--- src/rtl/conv_load_sched_pkg.sv ---
// -----------------------------------------------------------------------------
// conv_load_sched_pkg
// Shared definitions for the conv_unit layer load sequencer:
//   - default widths for the stream, the para word and the per-layer counters
//   - sequencer state encoding
//   - bit offsets of the weight / feature-map word counts in the descriptor
//   - indices of the two beat counters (weights, feature map)
// -----------------------------------------------------------------------------
package conv_load_sched_pkg;

  localparam int DATA_WIDTH_DEF = 64;
  localparam int B_PARA_DEF     = 64;
  localparam int B_CNT_DEF      = 32;

  // Descriptor word: {wei_words[63:32], ftm_words[31:0]}
  localparam int WCNT_LSB = 32;
  localparam int FCNT_LSB = 0;

  // Counter slots inside the sequencer
  localparam int CNT_WEI = 0;
  localparam int CNT_FTM = 1;

  localparam logic [2:0] ST_IDLE = 3'd0;
  localparam logic [2:0] ST_CNT  = 3'd1;
  localparam logic [2:0] ST_CLR  = 3'd2;
  localparam logic [2:0] ST_WEI  = 3'd3;
  localparam logic [2:0] ST_FTM  = 3'd4;
  localparam logic [2:0] ST_WAIT = 3'd5;

  typedef enum logic [2:0] {
    S_IDLE = ST_IDLE,
    S_CNT  = ST_CNT,
    S_CLR  = ST_CLR,
    S_WEI  = ST_WEI,
    S_FTM  = ST_FTM,
    S_WAIT = ST_WAIT
  } state_t;

endpackage

--- src/rtl/conv_load_sched_if.sv ---
// -----------------------------------------------------------------------------
// conv_load_sched_if
// Valid/ready read stream from the DDR reader into the layer sequencer.
//   s_tdata   DW bits  stream word
//   s_tvalid  1        word valid (driven by the reader)
//   s_tready  1        word accepted when high together with s_tvalid
// Modports:
//   master : DDR reader side (drives data/valid, observes ready)
//   slave  : sequencer side  (observes data/valid, drives ready)
// -----------------------------------------------------------------------------
interface conv_load_sched_if #(
  parameter int DW = conv_load_sched_pkg::DATA_WIDTH_DEF
);
  logic [DW-1:0] s_tdata;
  logic          s_tvalid;
  logic          s_tready;

  modport master (
    output s_tdata,
    output s_tvalid,
    input  s_tready
  );

  modport slave (
    input  s_tdata,
    input  s_tvalid,
    output s_tready
  );
endinterface

--- src/rtl/conv_load_sched_ld_word_counter.sv ---
// -----------------------------------------------------------------------------
// ld_word_counter
// Loadable down-counter for the remaining beats of one stream segment.
//   clk, rst   clock, asynchronous active-high reset (count -> 0)
//   load       load load_val (has priority over dec)
//   load_val   W bits, new count
//   dec        consume one beat; ignored once the count is already zero
//   zero       count == 0
//   last       count == 1 (the beat being consumed now is the final one)
// -----------------------------------------------------------------------------
module ld_word_counter #(
  parameter int W = 32
) (
  input  logic         clk,
  input  logic         rst,
  input  logic         load,
  input  logic [W-1:0] load_val,
  input  logic         dec,
  output logic         zero,
  output logic         last
);

  logic [W-1:0] count_reg;

  always_ff @(posedge clk or posedge rst) begin
    if (rst) begin
      count_reg <= '0;
    end else if (load) begin
      count_reg <= load_val;
    end else if (dec && !zero) begin
      // Gated by !zero so a stray decrement can never wrap the count
      count_reg <= count_reg - W'(1);
    end
  end

  assign zero = (count_reg == '0);
  assign last = (count_reg == W'(1));

endmodule

--- src/rtl/conv_load_sched.sv ---
// -----------------------------------------------------------------------------
// conv_load_sched
// Layer-level sequencer in front of conv_unit. Splits one DDR read stream into
// the layer para word, the descriptor (weight/feature-map word counts), the
// weight words and the feature-map words, and steers them to conv_unit.
// Ports:
//   clk, rst         clock, asynchronous active-high reset
//   s                stream slave (s_tdata / s_tvalid / s_tready)
//   para, para_we    layer parameter word and its 1-cycle write strobe
//   di               buffer write data (the stream word, combinational)
//   wb_we, fb_we     weight / feature-map buffer write enables (zero latency)
//   wb_clr, fb_clr   1-cycle buffer clears at layer start
//   wb_full, fb_full buffer back-pressure
//   wb_sufficient,
//   fb_sufficient    buffers hold enough data to begin computing
//   cmp_done         compute finished the layer (pulse)
//   start            1-cycle compute start, once per layer
//   busy             high from para accept to layer end
//   layer_done       1-cycle pulse at layer end
// -----------------------------------------------------------------------------
module conv_load_sched
  import conv_load_sched_pkg::*;
#(
  parameter int DATA_WIDTH = DATA_WIDTH_DEF,
  parameter int B_PARA     = B_PARA_DEF,
  parameter int B_CNT      = B_CNT_DEF
) (
  input  logic                  clk,
  input  logic                  rst,
  conv_load_sched_if.slave      s,
  output logic [B_PARA-1:0]     para,
  output logic                  para_we,
  output logic [DATA_WIDTH-1:0] di,
  output logic                  fb_we,
  output logic                  wb_we,
  output logic                  fb_clr,
  output logic                  wb_clr,
  input  logic                  fb_full,
  input  logic                  wb_full,
  input  logic                  fb_sufficient,
  input  logic                  wb_sufficient,
  input  logic                  cmp_done,
  output logic                  start,
  output logic                  busy,
  output logic                  layer_done
);

  state_t state_reg;
  state_t state_next;

  logic              rdy;
  logic              beat;
  logic              cnt_load;
  logic [1:0]        cnt_dec;
  logic [1:0]        cnt_zero;
  logic [1:0]        cnt_last;
  logic [B_CNT-1:0]  cnt_init [2];

  logic [B_PARA-1:0] para_reg;
  logic              para_we_reg;
  logic              busy_reg;
  logic              layer_done_reg;
  logic              start_sent_reg;
  logic              done_pend_reg;
  logic              start_c;
  logic              done_ok;

  // ---------------------------------------------------------------------------
  // Weight / feature-map beat counters, loaded together from the descriptor
  // ---------------------------------------------------------------------------
  for (genvar gi = 0; gi < 2; gi++) begin : g_cnt
    localparam int LSB = (gi == CNT_WEI) ? WCNT_LSB : FCNT_LSB;

    assign cnt_init[gi] = s.s_tdata[LSB +: B_CNT];

    ld_word_counter #(
      .W(B_CNT)
    ) u_cnt (
      .clk      (clk),
      .rst      (rst),
      .load     (cnt_load),
      .load_val (cnt_init[gi]),
      .dec      (cnt_dec[gi]),
      .zero     (cnt_zero[gi]),
      .last     (cnt_last[gi])
    );
  end

  // A compute completion only counts once this layer's start has gone out;
  // an earlier one latched during loading is honoured on reaching WAIT.
  assign done_ok = (cmp_done && start_sent_reg) || done_pend_reg;

  assign start_c = ((state_reg == S_FTM) || (state_reg == S_WAIT)) &&
                   wb_sufficient && fb_sufficient && !start_sent_reg;

  // ---------------------------------------------------------------------------
  // FSM: state register
  // ---------------------------------------------------------------------------
  always_ff @(posedge clk or posedge rst) begin
    if (rst) begin
      state_reg <= S_IDLE;
    end else begin
      state_reg <= state_next;
    end
  end

  // ---------------------------------------------------------------------------
  // FSM: next state and per-beat outputs
  // ---------------------------------------------------------------------------
  always_comb begin
    state_next = state_reg;
    rdy        = 1'b0;
    beat       = 1'b0;
    cnt_load   = 1'b0;
    cnt_dec    = '0;
    wb_we      = 1'b0;
    fb_we      = 1'b0;

    // Ready depends only on state and the full flags, so a full flag rising
    // withdraws ready in the same cycle and the offered beat simply waits.
    // While reset is held the sequencer accepts nothing.
    case (state_reg)
      S_IDLE,
      S_CNT:   rdy = !rst;
      S_WEI:   rdy = !wb_full;
      S_FTM:   rdy = !fb_full;
      default: rdy = 1'b0;
    endcase

    beat = s.s_tvalid && rdy;

    case (state_reg)
      S_IDLE: begin
        if (beat) state_next = S_CNT;
      end
      S_CNT: begin
        if (beat) begin
          cnt_load   = 1'b1;
          state_next = S_CLR;
        end
      end
      S_CLR: begin
        // One bubble so the clears never overlap a buffer write
        if (!cnt_zero[CNT_WEI])      state_next = S_WEI;
        else if (!cnt_zero[CNT_FTM]) state_next = S_FTM;
        else                         state_next = S_WAIT;
      end
      S_WEI: begin
        if (beat) begin
          wb_we            = 1'b1;
          cnt_dec[CNT_WEI] = 1'b1;
          if (cnt_last[CNT_WEI]) begin
            state_next = cnt_zero[CNT_FTM] ? S_WAIT : S_FTM;
          end
        end
      end
      S_FTM: begin
        if (beat) begin
          fb_we            = 1'b1;
          cnt_dec[CNT_FTM] = 1'b1;
          if (cnt_last[CNT_FTM]) state_next = S_WAIT;
        end
      end
      S_WAIT: begin
        if (done_ok) state_next = S_IDLE;
      end
      default: state_next = S_IDLE;
    endcase
  end

  // ---------------------------------------------------------------------------
  // Registered layer-level outputs and flags
  // ---------------------------------------------------------------------------
  always_ff @(posedge clk or posedge rst) begin
    if (rst) begin
      para_reg       <= '0;
      para_we_reg    <= 1'b0;
      busy_reg       <= 1'b0;
      layer_done_reg <= 1'b0;
      start_sent_reg <= 1'b0;
      done_pend_reg  <= 1'b0;
    end else begin
      para_we_reg    <= 1'b0;
      layer_done_reg <= 1'b0;

      if (state_reg == S_IDLE) begin
        start_sent_reg <= 1'b0;
        done_pend_reg  <= 1'b0;
        if (beat) begin
          para_reg    <= s.s_tdata[B_PARA-1:0];
          para_we_reg <= 1'b1;
          busy_reg    <= 1'b1;
        end
      end

      if (start_c) start_sent_reg <= 1'b1;

      if (((state_reg == S_WEI) || (state_reg == S_FTM)) && cmp_done && start_sent_reg) begin
        done_pend_reg <= 1'b1;
      end

      if ((state_reg == S_WAIT) && done_ok) begin
        layer_done_reg <= 1'b1;
        busy_reg       <= 1'b0;
        start_sent_reg <= 1'b0;
        done_pend_reg  <= 1'b0;
      end
    end
  end

  assign s.s_tready = rdy;
  assign di         = s.s_tdata;
  assign para       = para_reg;
  assign para_we    = para_we_reg;
  assign wb_clr     = (state_reg == S_CLR);
  assign fb_clr     = (state_reg == S_CLR);
  assign start      = start_c;
  assign busy       = busy_reg;
  assign layer_done = layer_done_reg;

endmodule

--- src/flat_wrapper.sv ---
// flat-port wrapper written by rule: the top's interface ports become plain ports
module conv_load_sched_flat import conv_load_sched_pkg::*;
#(
  parameter int DATA_WIDTH = DATA_WIDTH_DEF,
  parameter int B_PARA     = B_PARA_DEF,
  parameter int B_CNT      = B_CNT_DEF
)
  (clk, rst, para, para_we, di, fb_we, wb_we, fb_clr, wb_clr, fb_full, wb_full, fb_sufficient, wb_sufficient, cmp_done, start, busy, layer_done, s_s_tdata, s_s_tvalid, s_s_tready);
  conv_load_sched_if #(.DW(64)) s_i ();
  input  logic clk;
  input  logic rst;
  output logic [B_PARA-1:0] para;
  output logic para_we;
  output logic [DATA_WIDTH-1:0] di;
  output logic fb_we;
  output logic wb_we;
  output logic fb_clr;
  output logic wb_clr;
  input  logic fb_full;
  input  logic wb_full;
  input  logic fb_sufficient;
  input  logic wb_sufficient;
  input  logic cmp_done;
  output logic start;
  output logic busy;
  output logic layer_done;
  input wire logic [$bits(s_i.s_tdata)-1:0] s_s_tdata;
  input wire logic [$bits(s_i.s_tvalid)-1:0] s_s_tvalid;
  output wire logic [$bits(s_i.s_tready)-1:0] s_s_tready;
  assign s_i.s_tdata = s_s_tdata;
  assign s_i.s_tvalid = s_s_tvalid;
  assign s_s_tready = s_i.s_tready;
  conv_load_sched #(.DATA_WIDTH(DATA_WIDTH), .B_PARA(B_PARA), .B_CNT(B_CNT)) u_core (.clk(clk), .rst(rst), .s(s_i), .para(para), .para_we(para_we), .di(di), .fb_we(fb_we), .wb_we(wb_we), .fb_clr(fb_clr), .wb_clr(wb_clr), .fb_full(fb_full), .wb_full(wb_full), .fb_sufficient(fb_sufficient), .wb_sufficient(wb_sufficient), .cmp_done(cmp_done), .start(start), .busy(busy), .layer_done(layer_done));
endmodule
--- config.mk ---
export PLATFORM = sky130hd
export DESIGN_NAME = conv_load_sched_flat
export DESIGN_NICKNAME = d
export VERILOG_FILES = /design/src/rtl/conv_load_sched_pkg.sv /design/src/rtl/conv_load_sched_if.sv /design/src/rtl/conv_load_sched_ld_word_counter.sv /design/src/rtl/conv_load_sched.sv /design/src/flat_wrapper.sv
export SDC_FILE = /design/constraint.sdc
export NUM_CORES = 1
export LEC_CHECK = 0
export BUFFER_PORTS_ARGS = -buffer_cell sky130_fd_sc_hd__buf_2
export CORE_ASPECT_RATIO = 1.2
export CORE_MARGIN = 2
export CORE_UTILIZATION = 35
export CTS_CLUSTER_SIZE = 40
export DETAILED_ROUTE_END_ITERATION = 7
export SYNTH_ARGS = -nofsm -noshare
export SYNTH_HDL_FRONTEND = slang
export SYNTH_SLANG_ARGS = --single-unit
--- constraint.sdc ---
create_clock -name clk -period 4.1 [get_ports clk]
set_input_delay 0.615 -clock clk [delete_from_list [all_inputs] [get_ports clk]]
set_output_delay 0.615 -clock clk [all_outputs]
set_load 0.03 [all_outputs]
==> results.txt <==
* Worst Path Buf+Inv: 0
- The via count of the first global-routing pass is 6,027.
- Register bit count reported by yosys: 136
- Of the total power, the clock network draws 0.232.
- Maximum number of pins on one net before global-route repair: 66
- Number of hold violations in the final report: 0
* Launch instance of the worst register-to-register path: u_core.g_cnt[0].u_cnt.count_reg[26]
- In the layout the commonest cells are 208 x buf_2, 136 x dfrtp_1, 64 x mux2_2.
- Wire length of the first global-routing pass: 31,500 um
- Routed WL per cell: 17.0 um
* Dominant cells by area after synthesis: dfrtp_1 46%, mux2_2 9.8%, buf_4 6.6%
- Cell type of the slowest stage on the worst timing path: or4_1
- The die covers 22,200 um2.
- Clock tree synthesis inserted a total of 17 buffers.
- The average instance in the mapped netlist occupies 10.1 um2.
- The mapped netlist covers 7360 um2.
- Std cell rows: 58
- The initial utilization of the core area, before any placement, comes to 0.353.
- Vias: 6,168
* Number of optimization iterations in the first detailed-route pass: 4
* Data required time of the critical path: 4410 ps
- The routed design has 19,700 um of wire.
* Via density per instance: 5.33
- Worst Tran Pin Value: 1030 ps
- Highest net fanout along the worst path: 23
* Mux contribution to synthesized area: 0.0979
* Combinational family with the most area after synthesis: simple AND/OR/NAND/NOR gates
* Max Clk Rate: 0.295 GHz
- The most critical setup path has its startpoint at u_core.g_cnt[0].u_cnt.count_reg[26].
* Final Setup Violations: 0
- In this run the critical register-to-register path is captured at u_core.g_cnt[0].u_cnt.count_reg[25].
* Setup slack, reg-to-reg: 710 ps
- Of the total synthesized cell area, the portion taken by full adders, half adders and majority gates is 0.0102.
- The critical path crosses 6 cells after its start point.
- Nets@finish: 953
* Crit path top cell by count: or4_1
- Clock tree root buffer cell: clkbuf_16
* Fraction of power spent switching nets: 0.414
- Clock-pin slew was measured on the worst setup and hold paths at 60 ps.
* Prevailing post-synth register cell: dfrtp_1
* Buffers from clock root to sink, at most: 2
- The share of total power dissipated in combinational logic is 0.404.
- The flow ran to the end, and the final reports show no timing, DRC or antenna violations.
- Routed Antenna Nets: 0
- CTS tree: yes
- Counting every net in the synthesized netlist gives 809.
- Max-capacitance violation count: 0
* Antenna violations before repair: 0
* Portion of synthesized cell area occupied by the leading cell type: 0.462
- The critical path is of the flop to flop type.
* Commonest non-fill, non-tap cell in the layout: buf_2
- Of the total synthesized cell area, the portion taken by AND, OR, NAND and NOR gates is 0.167.
- Max incr delay on CP: 780 ps
- The floorplan step set the die width to 136 um.
- For this run, the total global-route usage over all layers was measured as 0.180.
- The clock reaches the later pin of the worst-skew pair after 430 ps.
- Across the routed clock network, the largest skew measured is 14.1 ps.
* Reported net switching power: 2830 uW
* Number of primary I/O pins: 209
- In the final layout, the share of cells above drive strength 1 is 0.383.
* Count of buffers added by post-CTS timing repair for setup: 0
- Across the VDD grid, the largest voltage drop is 0.319 mV.
* Share of synthesized area occupied by flip-flops and latches: 0.462
- Once placement finished, the instance area stood at 8240 um2.
- Setup repair after global routing left no endpoint under its margin.
* TritonCTS Sinks: 136
- Syn Inst Count: 731
- Worst reg2reg path depth: 6
- P per Cell Area: 774 nW/um2
- DRC violation count after routing: 0
- Setup crit end kind: flop
* Arrival @ worst endpoint: 3700 ps
* Slew Limit Headroom: 0.311
* Count of flip-flops with a built-in enable after synthesis: 0
- The region available for standard cell placement spans 20,800 um2.
- In this run the tool buffered the top-level ports with 208 buffer cells.
- After clock tree synthesis, the repair step resized 0 gates.
- End point of the critical path: u_core.g_cnt[0].u_cnt.count_reg[25]
- Dividing the final minimum period by the clock period gives 0.827.
- H-Tree Depth: 4
- CTS Hold Buffers Added: 0
- Hold Path Class: primary input to async pin
- Compound-Gate Fraction of Synth Area: 0.166
- Of the total synthesized cell area, the portion taken by XOR and XNOR cells is 0.00119.
* Proportion of synthesized flip-flops having asynchronous set or reset: 1.00
- Number of antenna cells inserted: 0
* Static Leak: 0.00400 uW
* Number of design-rule violations left by the first detailed-router iteration: 371
- Family of cells with the greatest summed delay on the critical path: simple AND/OR/NAND/NOR gates
- Die height: 163 um
* Routability-driven placement congestion ratio: 0.834
- Final number of max-transition violations: 0
- CP cell instances: or4_1 -> or4_4 -> or4_1 -> nand2_4 -> o21ai_0 -> a221o_1
* Cell type contributing the most total cell area after synthesis: dfrtp_1
* Post-route standard cell area excluding fillers: 8850 um2
- Yosys mapped the design onto 64 distinct sky130hd cell types.
* Number of synthesis warnings: 0
- Setup tns final: 0 ps
- The worst setup path is launched from a flop.
- The share of total power dissipated in sequential elements is 0.364.
- GR Overflow Total: 0
- Cell internal power was estimated by the tool at 4020 uW.
- The area growth from synthesis to layout is 20.2%.
- The routed design could run at a clock period as short as 3390 ps.
- HPWL after detailed placement: 14,100 um
synthesized netlist by cell type, types with 13 or more instances:
| master | count |
|---|---|
| a21oi_1 | 17 |
| nor4_1 | 14 |
| or3_1 | 17 |
| nand3_1 | 20 |
| o211ai_1 | 13 |
| a221o_1 | 14 |
| buf_4 | 65 |
| inv_1 | 15 |
| mux2_2 | 64 |
| nor3_1 | 23 |
| a21o_1 | 14 |
| nand2_1 | 54 |
| dfrtp_1 | 136 |
| nor2_1 | 54 |
| clkbuf_1 | 28 |
| o21ai_0 | 48 |
power groups by stage:
stage	clock network [uW]	registers [uW]	logic, uW
6_report	1590	2490	2770
5_1_grt	1690	2600	3020
4_1_cts	1630	2490	2800
3_5_place_dp	0	2500	2800
3_3_place_gp	0	2480	2750
2_1_floorplan	0	3010	1490
per-stage QoR:
stage                     total power, uW  hold WS (ps)  cells   util  setup slack (ps)
after global routing                 7310           440   1158  0.425               552
after detailed placement             5300           476   1126  0.396               716
after CTS                            6920           428   1158  0.425               721
final                                6850           437   1158  0.425               710
after floorplan                      4500           450    731      -              1230
after global placement               5230           461   1126  0.396               769
logic make-up after synthesis:
kind of cell / count (synthesis)
simple gates: 238
compound gates: 171
xor+xnor: 1
mux: 64
buf+inv: 115
fa+ha+maj: 6
flops: 136
cell type report:
class	count	area (um2)
fill	2047	12000
sequential	136	3400
multi-input combinational	480	3270
timing repair buffer	224	1170
clock buffer	20	457
tap	270	338
clock inverter	12	150
inverter	16	63.8
layer usage:
| metal | GRT usage | part of all wire | vias to the layer above |
|---|---|---|---|
| met5 | 0 | 0 | - |
| met4 | 0.0705 | 0.015 | 0 |
| met3 | 0.0358 | 0.042 | 23 |
| met2 | 0.312 | 0.52 | 180 |
| met1 | 0.219 | 0.43 | 3031 |
| li1 | - | - | 2934 |
worst reg2reg max path: cells and delay by family, from the launching register on:
| kind | cells | cell delay [ps] |
|---|---|---|
| AND/OR/NAND/NOR | 4 | 2380 |
| flip-flops | 1 | 410 |
| AO/OA/AOI/OAI | 2 | 480 |
how the worst min path moves through the flow:
stage,to,depth (start not counted)
after floorplan,u_core.g_cnt[0].u_cnt.count_reg[16],1
after global placement,u_core.g_cnt[0].u_cnt.count_reg[16],1
after detailed placement,u_core.g_cnt[0].u_cnt.count_reg[16],1
after CTS,u_core.g_cnt[0].u_cnt.count_reg[3],2
after global routing,u_core.para[11],2
final,u_core.busy,2
Power figures use the tool's default switching activity.
